### config.mk
export PLATFORM = sky130hd
export DESIGN_NAME = cache_control
export DESIGN_NICKNAME = d
export VERILOG_FILES = /design/src/rtl/cache_control.sv
export SDC_FILE = /design/constraint.sdc
export NUM_CORES = 1
export LEC_CHECK = 0
export BUFFER_PORTS_ARGS = -buffer_cell sky130_fd_sc_hd__buf_2
export CORE_MARGIN = 2
export CORE_UTILIZATION = 35
export DETAILED_ROUTE_END_ITERATION = 16
export PLACE_DENSITY_LB_ADDON = 0.05
export SETUP_SLACK_MARGIN = 0.4
export SYNTH_ARGS = -nofsm -noshare
export SYNTH_HDL_FRONTEND = slang
export SYNTH_SLANG_ARGS = --single-unit
### constraint.sdc
create_clock -name clk_i -period 1.5 [get_ports clk_i]
set_input_delay 0.225 -clock clk_i [delete_from_list [all_inputs] [get_ports clk_i]]
set_output_delay 0.225 -clock clk_i [all_outputs]
set_load 0.05 [all_outputs]
### src/rtl/cache_control.sv
// Control FSM for a 2-way set-associative cache: hit service, dirty-victim writeback, line fill.
// Owns per-set LRU bits; all datapath strobes are decoded from state, hit, dirty and LRU.
module cache_control #(
    parameter int unsigned S_OFFSET = 5,
    parameter int unsigned S_INDEX  = 3
) (
    input  logic        clk_i,
    input  logic        rst_i,
    input  logic        mem_read_i,
    input  logic        mem_write_i,
    input  logic [31:0] mem_address_i,
    output logic        mem_resp_o,
    input  logic [1:0]  hit_i,
    input  logic [1:0]  dirty_i,
    input  logic        pmem_resp_i,
    output logic        pmem_read_o,
    output logic        pmem_write_o,
    output logic        pmem_addr_sel_o,
    output logic        way_sel_o,
    output logic        data_src_o,
    output logic [1:0]  load_data_o,
    output logic [1:0]  load_tag_o,
    output logic [1:0]  load_valid_o,
    output logic [1:0]  set_dirty_o,
    output logic [1:0]  clr_dirty_o
);

    localparam int unsigned NUM_SETS = 1 << S_INDEX;
    localparam int unsigned IDX_LSB  = S_OFFSET;
    localparam int unsigned IDX_MSB  = S_OFFSET + S_INDEX - 1;

    typedef enum logic [1:0] {
        IDLE,
        COMPARE,
        WRITEBACK,
        FILL
    } state_e;

    state_e              state_q, state_d;
    logic [NUM_SETS-1:0] lru_q, lru_d;

    logic [S_INDEX-1:0] idx;
    logic               req;
    logic               is_write;
    logic               hit_way;
    logic               victim;
    logic [1:0]         hit_oh;
    logic [1:0]         victim_oh;
    logic               unused_addr_bits;

    assign idx       = mem_address_i[IDX_MSB:IDX_LSB];
    assign req       = mem_read_i | mem_write_i;
    // A simultaneous read and write is served as a write.
    assign is_write  = mem_write_i;
    assign hit_way   = hit_i[0] ? 1'b0 : 1'b1;
    assign victim    = lru_q[idx];
    assign hit_oh    = hit_way ? 2'b10 : 2'b01;
    assign victim_oh = victim  ? 2'b10 : 2'b01;

    assign unused_addr_bits = ^{mem_address_i[31:IDX_MSB+1], mem_address_i[IDX_LSB-1:0]};

    // State and LRU registers; reset abandons any pmem transaction in flight.
    always_ff @(posedge clk_i) begin
        if (rst_i) begin
            state_q <= IDLE;
            lru_q   <= '0;
        end else begin
            state_q <= state_d;
            lru_q   <= lru_d;
        end
    end

    // Next-state, LRU update and strobe decode.
    always_comb begin
        state_d         = state_q;
        lru_d           = lru_q;
        mem_resp_o      = 1'b0;
        pmem_read_o     = 1'b0;
        pmem_write_o    = 1'b0;
        pmem_addr_sel_o = 1'b0;
        way_sel_o       = 1'b0;
        data_src_o      = 1'b0;
        load_data_o     = 2'b00;
        load_tag_o      = 2'b00;
        load_valid_o    = 2'b00;
        set_dirty_o     = 2'b00;
        clr_dirty_o     = 2'b00;

        case (state_q)
            IDLE: begin
                if (req) begin
                    state_d = COMPARE;
                end
            end

            COMPARE: begin
                if (!req) begin
                    state_d = IDLE;
                end else if (hit_i != 2'b00) begin
                    mem_resp_o = 1'b1;
                    way_sel_o  = hit_way;
                    lru_d[idx] = ~hit_way;
                    if (is_write) begin
                        load_data_o = hit_oh;
                        set_dirty_o = hit_oh;
                    end
                    state_d = IDLE;
                end else begin
                    state_d = dirty_i[victim] ? WRITEBACK : FILL;
                end
            end

            WRITEBACK: begin
                pmem_write_o    = 1'b1;
                pmem_addr_sel_o = 1'b1;
                way_sel_o       = victim;
                if (pmem_resp_i) begin
                    state_d = FILL;
                end
            end

            FILL: begin
                pmem_read_o = 1'b1;
                way_sel_o   = victim;
                // Line lands in the victim way; COMPARE re-checks and then hits.
                if (pmem_resp_i) begin
                    data_src_o   = 1'b1;
                    load_data_o  = victim_oh;
                    load_tag_o   = victim_oh;
                    load_valid_o = victim_oh;
                    clr_dirty_o  = victim_oh;
                    state_d      = COMPARE;
                end
            end

            default: begin
                state_d = IDLE;
            end
        endcase
    end

endmodule
**After elaboration in Yosys (flattened, before gate mapping)**

Index checks and enable logic that the tools add are counted.

- Flip-flop bits (word level): 10
- Bits in latches: 0
- Bits in writable memories: 0
- Memory bits (read-only): 0
- Output and inout port bits: 16
- Memories kept: 0

- Add/subtract/negate cells: 0
- Multipliers: 0
- Divide/modulo/power cells: 0
- $lt $le $gt $ge: 3
- Equal/unequal tests: 6
- Shift operators: 0
- Muxes and demuxes: 34
- Bitwise logic cells: 1
- Reductions and logical operators: 6

Operators with widths:

| cell | number |
|---|---|
| $mux 2 | 13 |
| $mux 1 | 15 |
| $bwmux 8 | 1 |
| $pmux 2 s4 | 1 |
| $ne 2x2->1 const B | 3 |
| $reduce_and 3->1 | 2 |
| $eq 2x2->1 const B | 2 |
| $lt 3x4->1 const B | 1 |
| $pmux 2 s2 | 1 |
| $bmux 1 s3 | 1 |
| $demux 1 s3 | 1 |
| $ge 3x1->1 const B | 1 |
| $eq 2x1->1 const B | 1 |
| $logic_not 2->1 | 1 |
| $lt 1x2->1 const B | 1 |
| $pmux 1 s2 | 1 |
| $reduce_bool 2->1 | 1 |
| $reduce_or 2->1 | 1 |
| $logic_and 1x1->1 | 1 |
| $or 1x1->1 | 1 |

**Logic depth before layout (Yosys ltp)**

- Depth after elaboration: 8
- Gate-level depth with buffers: 7
- Mapped depth without buffers: 7

**Worst setup path before layout**

Ideal clock, no wire load.

- Path kind: register -> output
- From: register state_q[1]
- To: output port load_data_o[1]
- Arrival time: 2,225 ps
- Slack: -950 ps
- Stages on the path, launching flop included: 5
- Path buffers: 0
- Cells stage by stage: dfxtp_1 ha_1 nand2_1 nor2_1 or2_1

- Cells in the longest elaborated chain, start to end: 2
- Elaborated cells on any way between the ends: 3

RTL lines:

| element | RTL line | RTL |
|---|---|---|
| start: declaration | 39 | `state_e state_q, state_d;` |
| start signal: assignment | 68 | `state_q <= state_d;` |
| $eq 2x2->1 or $eq 2x1->1 (tied branches) | 89 | `case (state_q)` |
| $pmux 2 s2 * | 89 |  |
| end: declaration | 21 | `output logic [1:0] load_data_o,` |

Mark *: on every way between the ends. The rest lies on a longest branch, timed or not.

**Worst setup path in the final report**

- From: register lru_q[5]
- To: output port clr_dirty_o[0]

- Cells in the longest elaborated chain, start to end: 5

RTL lines:

| element | RTL line | RTL |
|---|---|---|
| start: declaration | 40 | `logic [NUM_SETS-1:0] lru_q, lru_d;` |
| start signal: assignment | 69 | `lru_q <= lru_d;` |
| $bmux 1 s3 | 56 | `assign victim = lru_q[idx];` |
| $mux 1 (not written as such) | 56 |  |
| $mux 2 | 58 | `assign victim_oh = victim ? 2'b10 : 2'b01;` |
| $mux 2 | 126 | `if (pmem_resp_i) begin` |
| $mux 2 | 89 |  |
| end: declaration | 25 | `output logic [1:0] clr_dirty_o` |

No other way between the ends. The select of a mux whose other input is x is not followed.

==> impl_metrics.json <==
{
  "antenna_cells": 0,
  "setup_viol": 14,
  "hold_depth": 2,
  "fin_ws_ps": -528.7,
  "period_minus_slack_ps": 2029,
  "crit_type": "reg -> out",
  "num-fill-cells": 140,
  "syn_to_final_growth_pct": 90.79,
  "nets": 173,
  "via_per_inst": 5.013,
  "drtPass1Iterations": 4,
  "drc": 0,
  "core_sq_um": 1982,
  "cts_hold_buf": 0,
  "design_power_total_w": 0.0008265,
  "reg2reg_depth": 7,
  "cp-start-kind": "flip-flop",
  "vdd_drop_max_mv": 0.4862,
  "grt_pass1_vias": 717,
  "yosys_warnings": 0,
  "final_common_cell": "buf_4",
  "fmax_mhz": 492.9,
  "cp_slowest_stage_delay_ps": 490,
  "final.setup_skew_ps": 2.259,
  "synth_area_sq_um": 747.0,
  "numPortBuffers": 27,
  "finalHoldViolCount": 0,
  "cp_num_buf_inv": 1,
  "avgSynthCellArea_sq_um": 9.000,
  "synth.net_count": 128,
  "synthFlopType": "dfxtp_1",
  "synth_edf_count": 0,
  "worstHoldPathType": "in -> reg",
  "tightest_slew_ps": 302.3,
  "cts_buffers": 3,
  "synth_cell_type_count": 33,
  "die_width_um": 50.20,
  "ys_ff_latch": 10,
  "mostFrequentLayoutCells": "buf_4, buf_2, buf_8",
  "dieArea_sq_um": 2520,
  "wire_per_inst_um": 14.25,
  "grt_max_degree": 12,
  "worstPathCellList": "mux4_2, mux2i_4, and2_4, buf_2",
  "cap_violations": 0,
  "antenna_left": 0,
  "ys_seq_area_share_pct": 26.80,
  "grt_first_pass_wirelength_um": 3305,
  "cp_max_fo": 4,
  "cp_top_family": "multiplexers",
  "vias": 772,
  "clk_path_buf_depth": 2,
  "worstHoldStart": "rst_i",
  "rsz0062_at_grt": "yes",
  "initial_core_util_pct": 37.69,
  "r2r-start": "lru_q[5]",
  "place_hpwl_um": 1399,
  "num_io_pins": 57,
  "gp_congestion": 0.8093,
  "clk_pin_slew_ps": 70,
  "outcome": "complete, but fails checks",
  "slew_viol_final": 0,
  "p_per_area_nw_per_um2": 579.9,
  "crit_start": "lru_q[5]",
  "clk_latency_ps": 260,
  "rows": 16,
  "leakagePower_nw": 0.5992,
  "fp.dieH_um": 50.20,
  "period_share_pct": 135.2,
  "cts_root_buf": "clkbuf_4",
  "ff_latch_area_sq_um": 210.2,
  "ys_async_sr_fraction_pct": 0,
  "cts_tree": "yes",
  "grt-ovfl-total": 0,
  "crit_path_top_delay_cell": "mux4_2",
  "regToRegSetupSlack_ps": -340,
  "crit_required_ps": 1270,
  "clock_sinks": 10,
  "slew_headroom_pct": 79.81,
  "endpoint_kind": "primary output",
  "arrival_ps": 1800,
  "failed_checks": "negative setup slack",
  "drive_gt1_share_pct": 70.87,
  "syn_inst": 83,
  "r2r-end": "state_q[0]",
  "antenna_found_initial": 0,
  "initialDrtViolationCount": 25,
  "totalWireLength_um": 2194,
  "htreeDepth": 1,
  "setup_tns_ps": -4781,
  "min_to": "state_q[1]",
  "grtUsageTotal_pct": 17.32,
  "multi_input_area_sq_um": 645.6
}
==> flip-flops by register name, summed over array words and instances, names as in the netlist <==
name and cells:
lru_q 8, state_q 2
==> cell families after synthesis <==
family | share of synthesized area [%]
flops | 26.80
simple gates | 24.12
fa+ha+maj | 6.700
buf+inv | 11.72
compound gates | 9.549
mux | 21.11
==> worst register-to-register path, cell delays in order (launching register included) <==
cell	delay [ps]
dfxtp_2	330
mux4_2	490
mux2i_4	250
buf_4	160
buf_6	80
buf_4	100
mux2i_2	220
a22o_1	160
==> cells in the mapped netlist (2+ instances only) <==
cell | count | area share [%]
a21oi_1 | 2 | 1.3
inv_1 | 4 | 2.0
buf_6 | 2 | 3.0
nor2_1 | 14 | 7.0
nor4b_1 | 2 | 2.3
nand4b_1 | 2 | 2.3
dfxtp_1 | 10 | 27
and3_1 | 2 | 1.7
mux2i_1 | 9 | 12
buf_4 | 5 | 5.0
mux4_2 | 2 | 6.0
ha_1 | 4 | 6.7
nand2_1 | 4 | 2.0
clkbuf_1 | 2 | 1.0
==> worst max path at each step <==
stage | to | slack (ps) | depth (start not counted)
floorplan | load_data_o[0] | -310 | 5
global placement | load_data_o[0] | -340 | 6
detailed placement | load_data_o[0] | -360 | 6
CTS | clr_dirty_o[0] | -510 | 4
global route | clr_dirty_o[0] | -590 | 4
finish | clr_dirty_o[0] | -530 | 4
==> report_power, final <==
part	internal, W	switching [W]
Combinational	0.000146	0.000155
Clock	0.000147	0.0000953
Sequential	0.000272	0.0000106
==> layout make-up <==
type	count	area share (%)
Clock buffer	4	2.546
Timing Repair Buffer	50	33.01
Sequential cell	10	14.75
Tap cell	27	2.370
Multi-Input combinational cell	59	45.30
Inverter	4	2.019
==> repair_timing <==
item,in CTS,in global routing
endpoints found under the hold margin,0,0
pin swaps,8,7
resized for setup,54,10
setup endpoints to repair,26,26
cloned,0,0
buffers inserted,4,5
==> routing by layer <==
layer	part of all wire (%)	global-route usage, %
met1	43	23.61
met2	51	27.63
met3	6.7	4.464
met4	0	3.241
met5	0	0
==> through the flow <==
| step | worst slack [ps] | cell area (sq um) | utilization, % | hold slack, ps | std cells |
|---|---|---|---|---|---|
| floorplan | -314.6 | 899.6 | - | 454.6 | 83 |
| global placement | -339.3 | 1081 | 54.55 | 489.6 | 141 |
| detailed placement | -355.0 | 1081 | 54.55 | 496.3 | 141 |
| CTS | -507.4 | 1355 | 68.37 | 258.2 | 149 |
| global route | -592.4 | 1425 | 71.91 | 275.1 | 154 |
| finish | -528.7 | 1425 | 71.91 | 264.3 | 154 |
Power figures use the tool's default switching activity.
